## config.mk

```make
export PLATFORM = sky130hd
export DESIGN_NAME = acc_offload_stage
export DESIGN_NICKNAME = d
export VERILOG_FILES = /design/src/rtl/acc_pkg.sv /design/src/rtl/acc_prd_select.sv /design/src/rtl/acc_offload_stage.sv
export SDC_FILE = /design/constraint.sdc
export NUM_CORES = 1
export LEC_CHECK = 0
export BUFFER_PORTS_ARGS = -buffer_cell sky130_fd_sc_hd__buf_4
export CAP_MARGIN = 10
export CORE_MARGIN = 10
export CORE_UTILIZATION = 42
export CTS_CLUSTER_DIAMETER = 30
export DETAILED_ROUTE_END_ITERATION = 8
export GPL_TIMING_DRIVEN = 0
export PLACE_DENSITY = 0.82
export SLEW_MARGIN = 10
export SYNTH_ARGS = -nofsm -noshare
export SYNTH_HDL_FRONTEND = slang
export SYNTH_HIERARCHICAL = 1
export SYNTH_SLANG_ARGS = --single-unit
```

## constraint.sdc

```tcl
create_clock -name clk_i -period 1.8 [get_ports clk_i]
set_input_delay 0.18 -clock clk_i [delete_from_list [all_inputs] [get_ports clk_i]]
set_output_delay 0.18 -clock clk_i [all_outputs]
set_load 0.02 [all_outputs]
```

## src/rtl/acc_pkg.sv

```systemverilog
`default_nettype none
// ============================================================================
// Module : acc_pkg
// Brief  : Shared types for the accelerator offload path (predecoder + offload stage).
// Rev    : 1.0
// ============================================================================
package acc_pkg;

    localparam int ACC_NUM_RSP    = 4;
    localparam int ACC_DATA_WIDTH = 32;
    localparam int ACC_ADDR_W     = (ACC_NUM_RSP > 1) ? $clog2(ACC_NUM_RSP) : 1;

    typedef struct packed {
        logic [31:0] q_instr_data;
    } acc_prd_req_t;

    typedef struct packed {
        logic       p_accept;
        logic [1:0] p_writeback;
        logic [2:0] p_use_rs;
    } acc_prd_rsp_t;

    typedef enum logic [1:0] {
        IDLE     = 2'd0,
        DECODE   = 2'd1,
        OPERANDS = 2'd2,
        ISSUE    = 2'd3
    } acc_offload_state_e;

    typedef struct packed {
        logic [ACC_ADDR_W-1:0]               addr;
        logic [31:0]                         instr_data;
        logic [2:0][ACC_DATA_WIDTH-1:0]      rs;
    } acc_offload_req_t;

endpackage
`default_nettype wire

```

## src/rtl/acc_prd_select.sv

```systemverilog
`default_nettype none
// ============================================================================
// Module : acc_prd_select
// Brief  : Picks the lowest-index predecoder response with p_accept set.
// Rev    : 1.0
// ============================================================================
module acc_prd_select
    import acc_pkg::*;
#(
    parameter int NUM_RSP = ACC_NUM_RSP,
    parameter int IDX_W   = (NUM_RSP > 1) ? $clog2(NUM_RSP) : 1
) (
    input  acc_prd_rsp_t [NUM_RSP-1:0] i_rsp,
    output logic                       o_hit,
    output logic [IDX_W-1:0]           o_index,
    output acc_prd_rsp_t               o_rsp
);

    // Scan from the top down so the lowest accepting index is written last.
    always_comb begin
        o_hit   = 1'b0;
        o_index = '0;
        o_rsp   = '0;
        for (int i = NUM_RSP - 1; i >= 0; i--) begin
            if (i_rsp[i].p_accept) begin
                o_hit   = 1'b1;
                o_index = IDX_W'(i);
                o_rsp   = i_rsp[i];
            end
        end
    end

endmodule
`default_nettype wire

```

## src/rtl/acc_offload_stage.sv

```systemverilog
`default_nettype none
// ============================================================================
// Module : acc_offload_stage
// Brief  : Broadcasts a core instruction to predecoders, gathers operands and
//          issues the routed request; bounds in-flight writebacks.
// Rev    : 1.0
// ============================================================================
module acc_offload_stage
    import acc_pkg::*;
#(
    parameter int NUM_RSP         = ACC_NUM_RSP,
    parameter int DATA_WIDTH      = ACC_DATA_WIDTH,
    parameter int MAX_OUTSTANDING = 4,
    parameter int ADDR_W          = (NUM_RSP > 1) ? $clog2(NUM_RSP) : 1,
    parameter int CNT_W           = $clog2(MAX_OUTSTANDING + 1)
) (
    input  logic                        clk_i,
    input  logic                        rst_i,
    input  logic                        core_req_valid_i,
    output logic                        core_req_ready_o,
    input  logic [31:0]                 core_instr_i,
    input  logic [3*DATA_WIDTH-1:0]     core_rs_i,
    input  logic [2:0]                  core_rs_valid_i,
    output logic                        core_ack_valid_o,
    output logic                        core_ack_accept_o,
    output logic [1:0]                  core_ack_writeback_o,
    output acc_prd_req_t                prd_req_o,
    input  acc_prd_rsp_t [NUM_RSP-1:0]  prd_rsp_i,
    output logic                        acc_req_valid_o,
    input  logic                        acc_req_ready_i,
    output logic [ADDR_W-1:0]           acc_req_addr_o,
    output logic [31:0]                 acc_req_instr_o,
    output logic [3*DATA_WIDTH-1:0]     acc_req_rs_o,
    input  logic                        wb_done_i,
    output logic [CNT_W-1:0]            outstanding_o
);

    localparam logic [CNT_W-1:0] C_MAX_OUT = CNT_W'(MAX_OUTSTANDING);

    acc_offload_state_e r_state;
    acc_offload_req_t   r_req;
    acc_prd_req_t       r_prd_req;
    logic [1:0]         r_wb;
    logic [2:0]         r_use;
    logic [2:0]         r_got;
    logic [CNT_W-1:0]   r_cnt;

    logic               w_hit;
    logic [ADDR_W-1:0]  w_sel_idx;
    acc_prd_rsp_t       w_sel_rsp;
    logic               w_accept;
    logic               w_hs;
    logic [2:0]         w_cap;
    logic               w_ops_done;
    logic               w_inc;
    logic               w_dec;

    acc_prd_select #(
        .NUM_RSP (NUM_RSP),
        .IDX_W   (ADDR_W)
    ) u_select (
        .i_rsp   (prd_rsp_i),
        .o_hit   (w_hit),
        .o_index (w_sel_idx),
        .o_rsp   (w_sel_rsp)
    );

    assign w_accept   = w_hit & w_sel_rsp.p_accept;
    assign w_hs       = (r_state == ISSUE) & acc_req_ready_i;
    assign w_cap      = (r_state == OPERANDS) ? (r_use & ~r_got & core_rs_valid_i) : 3'b000;
    assign w_ops_done = (((r_got | w_cap) & r_use) == r_use);
    assign w_inc      = w_hs & (r_wb != 2'b00);
    assign w_dec      = wb_done_i & (r_cnt != '0);

    // Ready depends only on state and count, never on the interconnect ready.
    assign core_req_ready_o     = (r_state == IDLE) & (r_cnt < C_MAX_OUT);
    assign core_ack_valid_o     = ((r_state == DECODE) & ~w_accept) | w_hs;
    assign core_ack_accept_o    = w_hs;
    assign core_ack_writeback_o = w_hs ? r_wb : 2'b00;
    assign prd_req_o            = r_prd_req;
    assign acc_req_valid_o      = (r_state == ISSUE);
    assign acc_req_addr_o       = r_req.addr;
    assign acc_req_instr_o      = r_req.instr_data;
    assign acc_req_rs_o         = r_req.rs;
    assign outstanding_o        = r_cnt;

    always_ff @(posedge clk_i) begin
        if (rst_i) begin
            r_state   <= IDLE;
            r_req     <= '0;
            r_prd_req <= '0;
            r_wb      <= 2'b00;
            r_use     <= 3'b000;
            r_got     <= 3'b000;
        end else begin
            r_prd_req <= '0;
            case (r_state)
                IDLE: begin
                    if (core_req_valid_i && core_req_ready_o) begin
                        r_req.instr_data       <= core_instr_i;
                        r_prd_req.q_instr_data <= core_instr_i;
                        r_state                <= DECODE;
                    end
                end
                DECODE: begin
                    if (w_accept) begin
                        r_req.addr <= w_sel_idx;
                        r_req.rs   <= '0;
                        r_wb       <= w_sel_rsp.p_writeback;
                        r_use      <= w_sel_rsp.p_use_rs;
                        r_got      <= 3'b000;
                        r_state    <= OPERANDS;
                    end else begin
                        r_state <= IDLE;
                    end
                end
                OPERANDS: begin
                    for (int i = 0; i < 3; i++) begin
                        if (w_cap[i]) begin
                            r_req.rs[i] <= core_rs_i[i*DATA_WIDTH +: DATA_WIDTH];
                        end
                    end
                    r_got <= r_got | w_cap;
                    if (w_ops_done) begin
                        r_state <= ISSUE;
                    end
                end
                ISSUE: begin
                    if (acc_req_ready_i) begin
                        r_state <= IDLE;
                    end
                end
                default: r_state <= IDLE;
            endcase
        end
    end

    always_ff @(posedge clk_i) begin
        if (rst_i) begin
            r_cnt <= '0;
        end else if (w_inc && !w_dec) begin
            r_cnt <= r_cnt + CNT_W'(1);
        end else if (!w_inc && w_dec) begin
            r_cnt <= r_cnt - CNT_W'(1);
        end
    end

    // A writeback completion with nothing in flight indicates a protocol error upstream.
    a_wb_underflow: assert property (@(posedge clk_i) disable iff (rst_i)
        !(wb_done_i && (r_cnt == '0)));

endmodule
`default_nettype wire

```

Word-level counts from Yosys, hierarchy flattened

Cells that the tools add are included.

Flip-flop bits (word level): 175
Bits of input ports: 160
Output and inout port bits: 171
Logic and storage cells: 86

Reduce and logical (&&, ||, !) cells: 18
Magnitude comparators: 1
$add $sub $neg: 2
Mux-type cells: 28
Equality and inequality tests: 11
Bitwise operators: 15

Operator list:

| cell                                                                    | count |
|---|---|
| 96-bit case mux with 2 select lines                                     | 1 |
| 32-bit 2-to-1 mux                                                       | 3 |
| 96-bit 2-to-1 mux                                                       | 1 |
| 6-bit 2-to-1 mux                                                        | 4 |
| 2-bit 2-to-1 mux                                                        | 9 |
| 3-bit 2-to-1 mux                                                        | 4 |
| 3-bit AND reduction                                                     | 4 |
| 2-bit inequality test, second input constant                            | 5 |
| 3-bit bitwise AND                                                       | 3 |
| 2-bit case mux with 4 select lines                                      | 1 |
| 1-bit bitwise AND                                                       | 6 |
| 3-bit case mux with 2 select lines                                      | 1 |
| 2-bit AND reduction                                                     | 3 |
| 2-bit nonzero test                                                      | 3 |
| 2-bit equality test, second input constant                              | 2 |
| 1-bit 2-to-1 mux                                                        | 4 |
| 2-bit by 1-bit inequality test with 1-bit output, second input constant | 2 |
| 3-bit by 1-bit adder with 3-bit output, second input constant           | 1 |
| 3-bit equality test                                                     | 1 |
| 1-bit logical AND                                                       | 3 |
| 3-bit less-than comparator, second input constant                       | 1 |
| 1-bit NOT                                                               | 3 |
| 3-bit NOT                                                               | 1 |
| 3-bit bitwise OR                                                        | 1 |
| other kinds (7)                                                         | 8 |

Longest topological paths before layout

Gate-level depths: netlist (run 1).

Depth in word-level cells: 9
Gate-level depth with buffers: 9
Gate-level depth less buffers: 8

Hierarchy

Netlist (run 1), hierarchy kept.

By module, submodules not included:

| module            | instances | seq. area each (um2) | area each (um2) | cells an instance |
|---|---|---|---|---|
| acc_offload_stage | 1         | 3503.4               | 6682.7          | 642 |
| acc_prd_select    | 1         | 0.0                  | 175.2           | 27 |

Least setup slack after synthesis (run 1)

No wires, ideal clock.

Kind: reg-to-reg
Start point: reg with a tool-made name
End point: reg r_cnt[2], in the netlist outstanding_o[2]
Cell stages (with the launch flop): 10
Path buffers: 1
Data required time: 1.730 ns
Slack: -0.400 ns
Setup time: 0.070 ns
Arrival: 2.130 ns
Period minus slack after synthesis: 2.200 ns
Path through: dfxtp_1 > buf_6 > and3_1 > o21a_1 > ha_1 > inv_1 > fa_1 > xor2_1 > or3_1 > a21oi_1

RTL lines:

| what                   | RTL line                 | source |
|---|---|---|
| end signal: assignment | acc_offload_stage.sv:142 | `r_cnt <= r_cnt + CNT_W'(1);` |
| end signal: assignment | acc_offload_stage.sv:144 | `r_cnt <= r_cnt - CNT_W'(1);` |
| end: declaration       | acc_offload_stage.sv:46  | `logic [CNT_W-1:0] r_cnt;` |

Worst setup path after layout (run 1)

Start point: reg r_state[0]
End point: reg r_cnt[2], in the netlist outstanding_o[2]

Cells in the longest elaborated chain, start to end: 6
Elaborated cells on any way between the ends: 8
Those cells by class: 1 x eq/ne; 1 x mux; 2 x bitwise; 4 x reduce/logical

Ends and longest elaborated chain:

| what                         | RTL line                 | source |
|---|---|---|
| start: declaration           | acc_offload_stage.sv:40  | `acc_offload_state_e r_state;` |
| start signal: assignment     | acc_offload_stage.sv:89  | `r_state <= IDLE;` |
| start signal: assignment     | acc_offload_stage.sv:102 | `r_state <= DECODE;` |
| start signal: assignment     | acc_offload_stage.sv:112 | `r_state <= OPERANDS;` |
| 2-bit equality test *        | acc_offload_stage.sv:69  | `assign w_hs = (r_state == ISSUE) & acc_req_ready_i;` |
| 1-bit bitwise AND *          | acc_offload_stage.sv:69  |  |
| 1-bit bitwise AND *          | acc_offload_stage.sv:72  | `assign w_inc = w_hs & (r_wb != 2'b00);` |
| 1-bit zero test              | acc_offload_stage.sv:143 | `end else if (!w_inc && w_dec) begin` |
| 1-bit logical AND            | acc_offload_stage.sv:143 |  |
| 2-bit nonzero test (no line) | n/a                      |  |

Mark *: on every way between the ends. The rest lies on a longest branch, timed or not.
A chain may end at the register's enable or synchronous reset.

==> reports/metrics.cfg, run 1 <==
[status]
status = complete, but fails checks
failed_checks = setup timing

[power_and_ir_drop]
switching_share_pct = 31.06
power.density_mw_per_mm2 = 983.7
intPower_mw = 7.538
p_sw_mw = 3.396
pwr-share-clk_pct = 32.2
sequentialPowerShare_pct = 40.4
power.leakage_nw = 4.874
combPwrFrac_pct = 27.4
vdd_drop_max_mv = 0.7709

[logic_synthesis]
synth_area_per_cell_um2 = 10.25
synth_nets = 831
synth_top_area_cell = dfxtp_1
yosysWarnings = 6
seq_area_frac_synth_pct = 51.09
synth_top_area_share_pct = 51.09
syn_area_mm2 = 0.006858
ys_types = 43
synth-seq-cells = 175
yosys-top-cells-area = dfxtp_1 51%, mux2i_1 14%, nand2b_1 8.9%, nand2_1 6.2%, a22o_1 4.1%
synthCells = 669

[clocking]
cts.clk_slew.worst_paths_ps = 70
cts_inserted_buffers = 17
cts_tree = built
cts_max_level = 4
cts_root_buf = clkbuf_16
clock_latency_ps = 430
clk_path_buf_depth = 2
cts.sinks = 175

[global_route]
met1_usage_pct = 24.45
grt_pass1_wl_mm = 39.84
grt_busiest_layer = met2
grt_max_degree = 17
gr-usage-met3_pct = 10.35
grt_use_total_pct = 23.16
grtUsageMet2_pct = 39.81
antenna_found_initial = 1
grt_pass1_vias = 7044
grt.overflow.total = 0

[routing]
remaining_drc_errors = 0
route.detailed.wl_per_inst_um = 19.57
first_iter_violations = 229
routed_wirelength_mm = 26.21
vias = 6542
ant_nets = 0
via_per_inst = 4.886
dr.pass1.iters = 4

[worst_hold_path]
min_path_type = input pin to register

[run]
drv_cap = 0

[timing]
setup_ws_ps = -126.4
hold_viol_final = 0
worst_slew_margin_rel_pct = 60.46
fin_crit_ps = 1926
slew_viol_final = 0
tns_ps = -126.4
finalCritPeriodShare_pct = 107.0
rsz0062_at_grt = true
skew_ps = 8.336
setup_viol = 1
tightest_slew_ps = 593.1
fmax_ghz = 0.5191

[die]
dieHeight_um = 147.8
rows = 46
start_util_pct = 43.02
die_w_um = 147.8
ios = 331
coreArea_mm2 = 0.01594
die_area_mm2 = 0.02184

[place]
io_buffers = 330
hpwl_mm = 18.81
gp_congestion = 0.8247

[cells_and_area]
utilization_pct = 69.72
area_growth_pct = 62.09
fin_nets = 1271
drive_gt1_share_pct = 36.90

[critical_path]
cp-end-kind = register
cp_max_fo = 2
worst-setup-path-type = register to register
startpoint_type = register
cp_cell_sequence = buf_6 > and3_4 > o21a_1 > ha_2 > inv_2 > fa_2 > xor2_1 > or3_1 > a21oi_1
crit_slowest_cell = dfxtp_2
max_stage_delay_ps = 340
worst_ep_arrival_time_ps = 2280
crit_required_ps = 2160

sequential cells by signal, indices dropped and copies added, names as in the netlist, named ones only:
signal / flops
outstanding_o: 3
r_wb: 2
prd_req_o: 32
acc_req_rs_o: 96
r_use: 3
r_state: 1
r_got: 3
acc_req_addr_o: 2
acc_req_instr_o: 32
stage by stage:
| step | hold WS (ps) | cell area [um^2] | setup slack (ps) | power [mW] | cells |
|---|---|---|---|---|---|
| 2_1_floorplan | 301.7 | 6874 | -182.3 | 6.089 | 669 |
| 3_3_place_gp | 393.6 | 9622 | -237.4 | 7.227 | 1215 |
| 3_5_place_dp | 396.1 | 9622 | -290.5 | 7.262 | 1215 |
| 4_1_cts | 0.1158 | 11080 | -143.0 | 10.94 | 1336 |
| 5_1_grt | 0.7332 | 11120 | -227.4 | 11.40 | 1339 |
| 6_report | 9.373 | 11120 | -126.4 | 10.93 | 1339 |
logic make-up (layout without fill, tap and decap cells):
| family | after synthesis | in the layout | synth area share (%) |
|---|---|---|---|
| fa+ha+maj | 2 | 2 | 0.4743 |
| simple gates | 275 | 275 | 21.40 |
| compound gates | 66 | 66 | 7.480 |
| buf+inv | 52 | 505 | 5.145 |
| other cells | 0 | 1 | 0 |
| flops | 175 | 175 | 51.09 |
| xor+xnor | 2 | 2 | 0.2555 |
| mux | 97 | 97 | 14.16 |
placed cells by master, fill, tap and decap left out, drive strengths merged, types with 3 or more instances in the layout:
cell type    count
buf            362
dfxtp          175
nand2          113
nand2b          98
mux2i           97
dlygate4sd3     86
clkbuf          38
and2            35
a22o            32
inv             13
a21oi           12
nor2             8
nor3             7
o22ai            5
a31oi            4
o21ai            4
a22oi            4
clkinv           4
nand4bb          3
critical path, delay by kind of cell (launching register included):
kind	cells	cell delay, ps
AOI/OAI and AO/OA	2	230
xor gates and xnor gates	1	150
adders and majority gates	2	510
buffers and inverters	2	140
DFF	1	340
and+or+nand+nor	2	480
layout make-up:
| class | instances | area (um^2) |
|---|---|---|
| diodes | 1 | 2.502 |
| plain buffers | 44 | 325.3 |
| clock buffers | 20 | 456.7 |
| clock inverters | 12 | 97.59 |
| fillers | 1123 | 4827 |
| inverters | 7 | 26.28 |
| multi-input cells | 442 | 3045 |
| flip-flops and latches | 175 | 3508 |
| well taps | 216 | 270.3 |
| repair buffers | 422 | 3383 |
layer usage:
metal | part of all wire, % | up-vias | routed length (um)
met5 | 0 | - | 0
met4 | 2.4 | 0 | 631
met3 | 10 | 42 | 2742
met2 | 49 | 309 | 12890
met1 | 38 | 3076 | 9950
li1 | - | 3115 | -
path summary, 6_finish.rpt:
check | slack [ps] | endpoint | cells after the start | startpoint
min | 9 | acc_req_rs_o[64]$_SDFFE_PP0P_ | 3 | core_rs_i[64]
max | -130 | outstanding_o[2]$_SDFFE_PP0P_ | 9 | r_state[0]$_SDFFE_PP0P_
max reg2reg | -130 | outstanding_o[2]$_SDFFE_PP0P_ | 9 | r_state[0]$_SDFFE_PP0P_
min reg2reg | 460 | acc_req_addr_o[0]$_SDFFE_PP0P_ | 2 | acc_req_addr_o[0]$_SDFFE_PP0P_
synthesized netlist by cell type, drive strengths merged:
cell,number
a21oi,12
nand4bb,3
nor3,7
nand2,113
or2b,1
and3,1
a31oi,4
nor3b,2
xor2,2
dfxtp,175
o211a,1
o22ai,5
nand4b,1
o31ai,1
a221oi,1
a22oi,4
ha,1
a22o,32
and3b,1
nand2b,98
buf,26
nor2b,2
or3,1
o21a,1
nand3b,1
o21ai,4
clkbuf,19
nor2,8
inv,7
and4b,1
and2,35
a221o,1
fa,1
mux2i,97
power groups by stage:
stage / Sequential (mW) / Combinational (mW) / Clock [mW]
after floorplan: 4.82 / 1.27 / 0
after global placement: 4.47 / 2.75 / 0
after detailed placement: 4.48 / 2.78 / 0
after CTS: 4.41 / 2.97 / 3.57
after global routing: 4.46 / 3.20 / 3.74
final: 4.42 / 2.99 / 3.52
what timing repair did:
action / 4_1_cts / 5_1_grt
hold buffers: 85 / 1
pin swaps: 1 / 1
buffers inserted: 5 / 1
gates cloned: 0 / 0
endpoints found under the setup margin: 11 / 151
hold endpoints to repair: 116 / 1
gates resized for setup: 7 / 6
No activity file was read; power rests on OpenSTA's default activity.
==> inputs of run 2 (changes only) <==
Settings changed: CORE_UTILIZATION 42 to 43, CTS_BUF_LIST from default to sky130_fd_sc_hd__clkbuf_8, PLACE_DENSITY 0.82 to 0.83.
==> run 2 against run 1 <==
Effect of this change:
- the run still ends with setup timing left
- cell count rose by 3.5%
- combinational power grew 6%
- non-clock buffer count rose by 47
- register-to-register slack got worse by 40 ps
- global-route usage up 2.2 points
- sequential power about the same
- die area fell by 2.0%
- fmax down 2.1%
- setup slack worse by 42 ps
- via count increased by 6.1%
- worst hold slack better by 6.9 ps
- critical path type unchanged
==> reports/metrics.cfg, run 2 (synthesis results as in run 1) <==
[status]
status = complete, but fails checks
failed_checks = setup timing

[die]
die_w_um = 146.3
rows = 46
ios = 331
dieHeight_um = 146.3
coreArea_mm2 = 0.01577
die_area_mm2 = 0.02140
start_util_pct = 43.49

[routing]
routed_wirelength_mm = 28.55
dr.pass1.iters = 5
first_iter_violations = 275
remaining_drc_errors = 0
route.detailed.wl_per_inst_um = 20.60
via_per_inst = 5.009
vias = 6943
ant_nets = 0

[critical_path]
max_stage_delay_ps = 370
cp_top_family = adder cells
cp-end-kind = register
r2r-end = outstanding_o[2]$_SDFFE_PP0P_
startpoint_type = register
worst-path-stages = 9
crit_required_ps = 2200
worst_ep_arrival_time_ps = 2370
cp_cell_sequence = buf_6 > and3_4 > o21a_1 > ha_2 > inv_2 > fa_2 > xor2_1 > or3_1 > a21oi_2
crit_buf_inv = 2
reg2reg_slack_ps = -170
crit_slowest_cell = dfxtp_4
cp_max_fo = 2
worst-setup-path-type = register to register
rr_worst_depth = 9

[timing]
fmax_ghz = 0.5080
slew_viol_final = 0
finalCritPeriodShare_pct = 109.4
rsz0062_at_grt = true
setup_viol = 1
tightest_slew_ps = 643.3
setup_ws_ps = -168.7
hold_viol_final = 0
fin_crit_ps = 1969
worst_slew_margin_rel_pct = 57.11
skew_ps = 17.63

[cells_and_area]
fillCellCount = 993
largest_reg_flops = 96
fin_cells = 1386
final_common_cell = buf_4
area_growth_pct = 66.89
layout_common_cells = 348 x buf_4, 173 x dfxtp_1, 129 x dlygate4sd3_1
seqCellArea_mm2 = 0.003508
drive_gt1_share_pct = 35.93
fin_nets = 1318
multi_input_area_mm2 = 0.003045

[global_route]
grt_pass1_wl_mm = 43.24
grt_use_total_pct = 25.32
grt_pass1_vias = 7648
grt_max_degree = 19
grt.overflow.total = 0
antenna_found_initial = 1

[place]
hpwl_mm = 18.65
place_inst = 1215
dp_slack_ps = -300.7
io_buffers = 330
gp_congestion = 0.8379

[power_and_ir_drop]
power.density_mw_per_mm2 = 913.1
power.leakage_nw = 5.019
vdd_drop_max_mv = 0.6568

[clocking]
cts_root_buf = clkbuf_8
clk_path_buf_depth = 2
clock_latency_ps = 470
cts_inserted_buffers = 17
cts.clk_slew.worst_paths_ps = 100
cts.sinks = 175
cts_max_level = 4
cts_tree = built

[worst_hold_path]
min_path_type = input pin to register
whs_path_depth = 3
min_to = acc_req_rs_o[85]$_SDFFE_PP0P_
worstHoldStart = core_rs_i[85]

[run]
drv_cap = 0

run 2: through the flow:
step / setup TNS [ps] / hold slack [ps] / util [%] / total power [mW] / cell area (um^2)
floorplan: -182.3 / 301.7 / - / 6.089 / 6874
global placement: -16330 / 392.4 / 61.01 / 7.228 / 9622
detailed placement: -15270 / 394.5 / 61.01 / 7.259 / 9622
CTS: -183.2 / 2.901 / 72.38 / 10.39 / 11410
global route: -248.1 / 1.651 / 72.57 / 10.85 / 11440
finish: -168.7 / 16.23 / 72.57 / 10.45 / 11440
run 2: worst max path at each step:
stage                             startpoint                       endpoint
6_report                            register  outstanding_o[2]$_SDFFE_PP0P_
5_1_grt        outstanding_o[2]$_SDFFE_PP0P_  outstanding_o[2]$_SDFFE_PP0P_
4_1_cts              r_state[0]$_SDFFE_PP0P_  outstanding_o[2]$_SDFFE_PP0P_
3_5_place_dp                        register  outstanding_o[2]$_SDFFE_PP0P_
3_3_place_gp                   prd_rsp_i[11]   acc_req_rs_o[8]$_SDFFE_PP0P_
2_1_floorplan                       register  outstanding_o[2]$_SDFFE_PP0P_
run 2: worst reg2reg max path, delay by kind of cell, from the launching register on:
family / cells / cell delay (ps)
AOI/OAI and AO/OA: 2 / 270
xor gates and xnor gates: 1 / 150
adders and majority gates: 2 / 510
buffers and inverters: 2 / 130
DFF: 1 / 370
and+or+nand+nor: 2 / 480
run 2: area by class of cell:
class | count | area share (%)
inverters | 7 | 0.2296
diodes | 1 | 0.02187
repair buffers | 468 | 33.52
clock buffers | 18 | 2.165
flip-flops and latches | 175 | 30.65
clock inverters | 14 | 1.410
plain buffers | 45 | 3.028
multi-input cells | 442 | 26.61
well taps | 216 | 2.361
run 2: routing by layer:
metal | track usage, % | vias to the layer above | share of wire, %
met5 | 0 | - | 0
met1 | 27.06 | 3295 | 38
met3 | 9.796 | 69 | 9.8
met2 | 43.84 | 374 | 49
li1 | - | 3205 | -
met4 | 10.41 | 0 | 3.4
run 2: timing repair:
item / in CTS / in global routing
pin swaps: 3 / 0
endpoints found under the setup margin: 3 / 103
gates resized for setup: 9 / 9
gates cloned: 0 / 0
buffers inserted: 8 / 1
hold buffers: 129 / 0
hold endpoints to repair: 161 / 0
run 2: power breakdown:
part,switching (mW),total (mW),internal (mW)
Clock,1.65,2.87,1.21
Sequential,0.223,4.42,4.20
Combinational,1.60,3.16,1.56
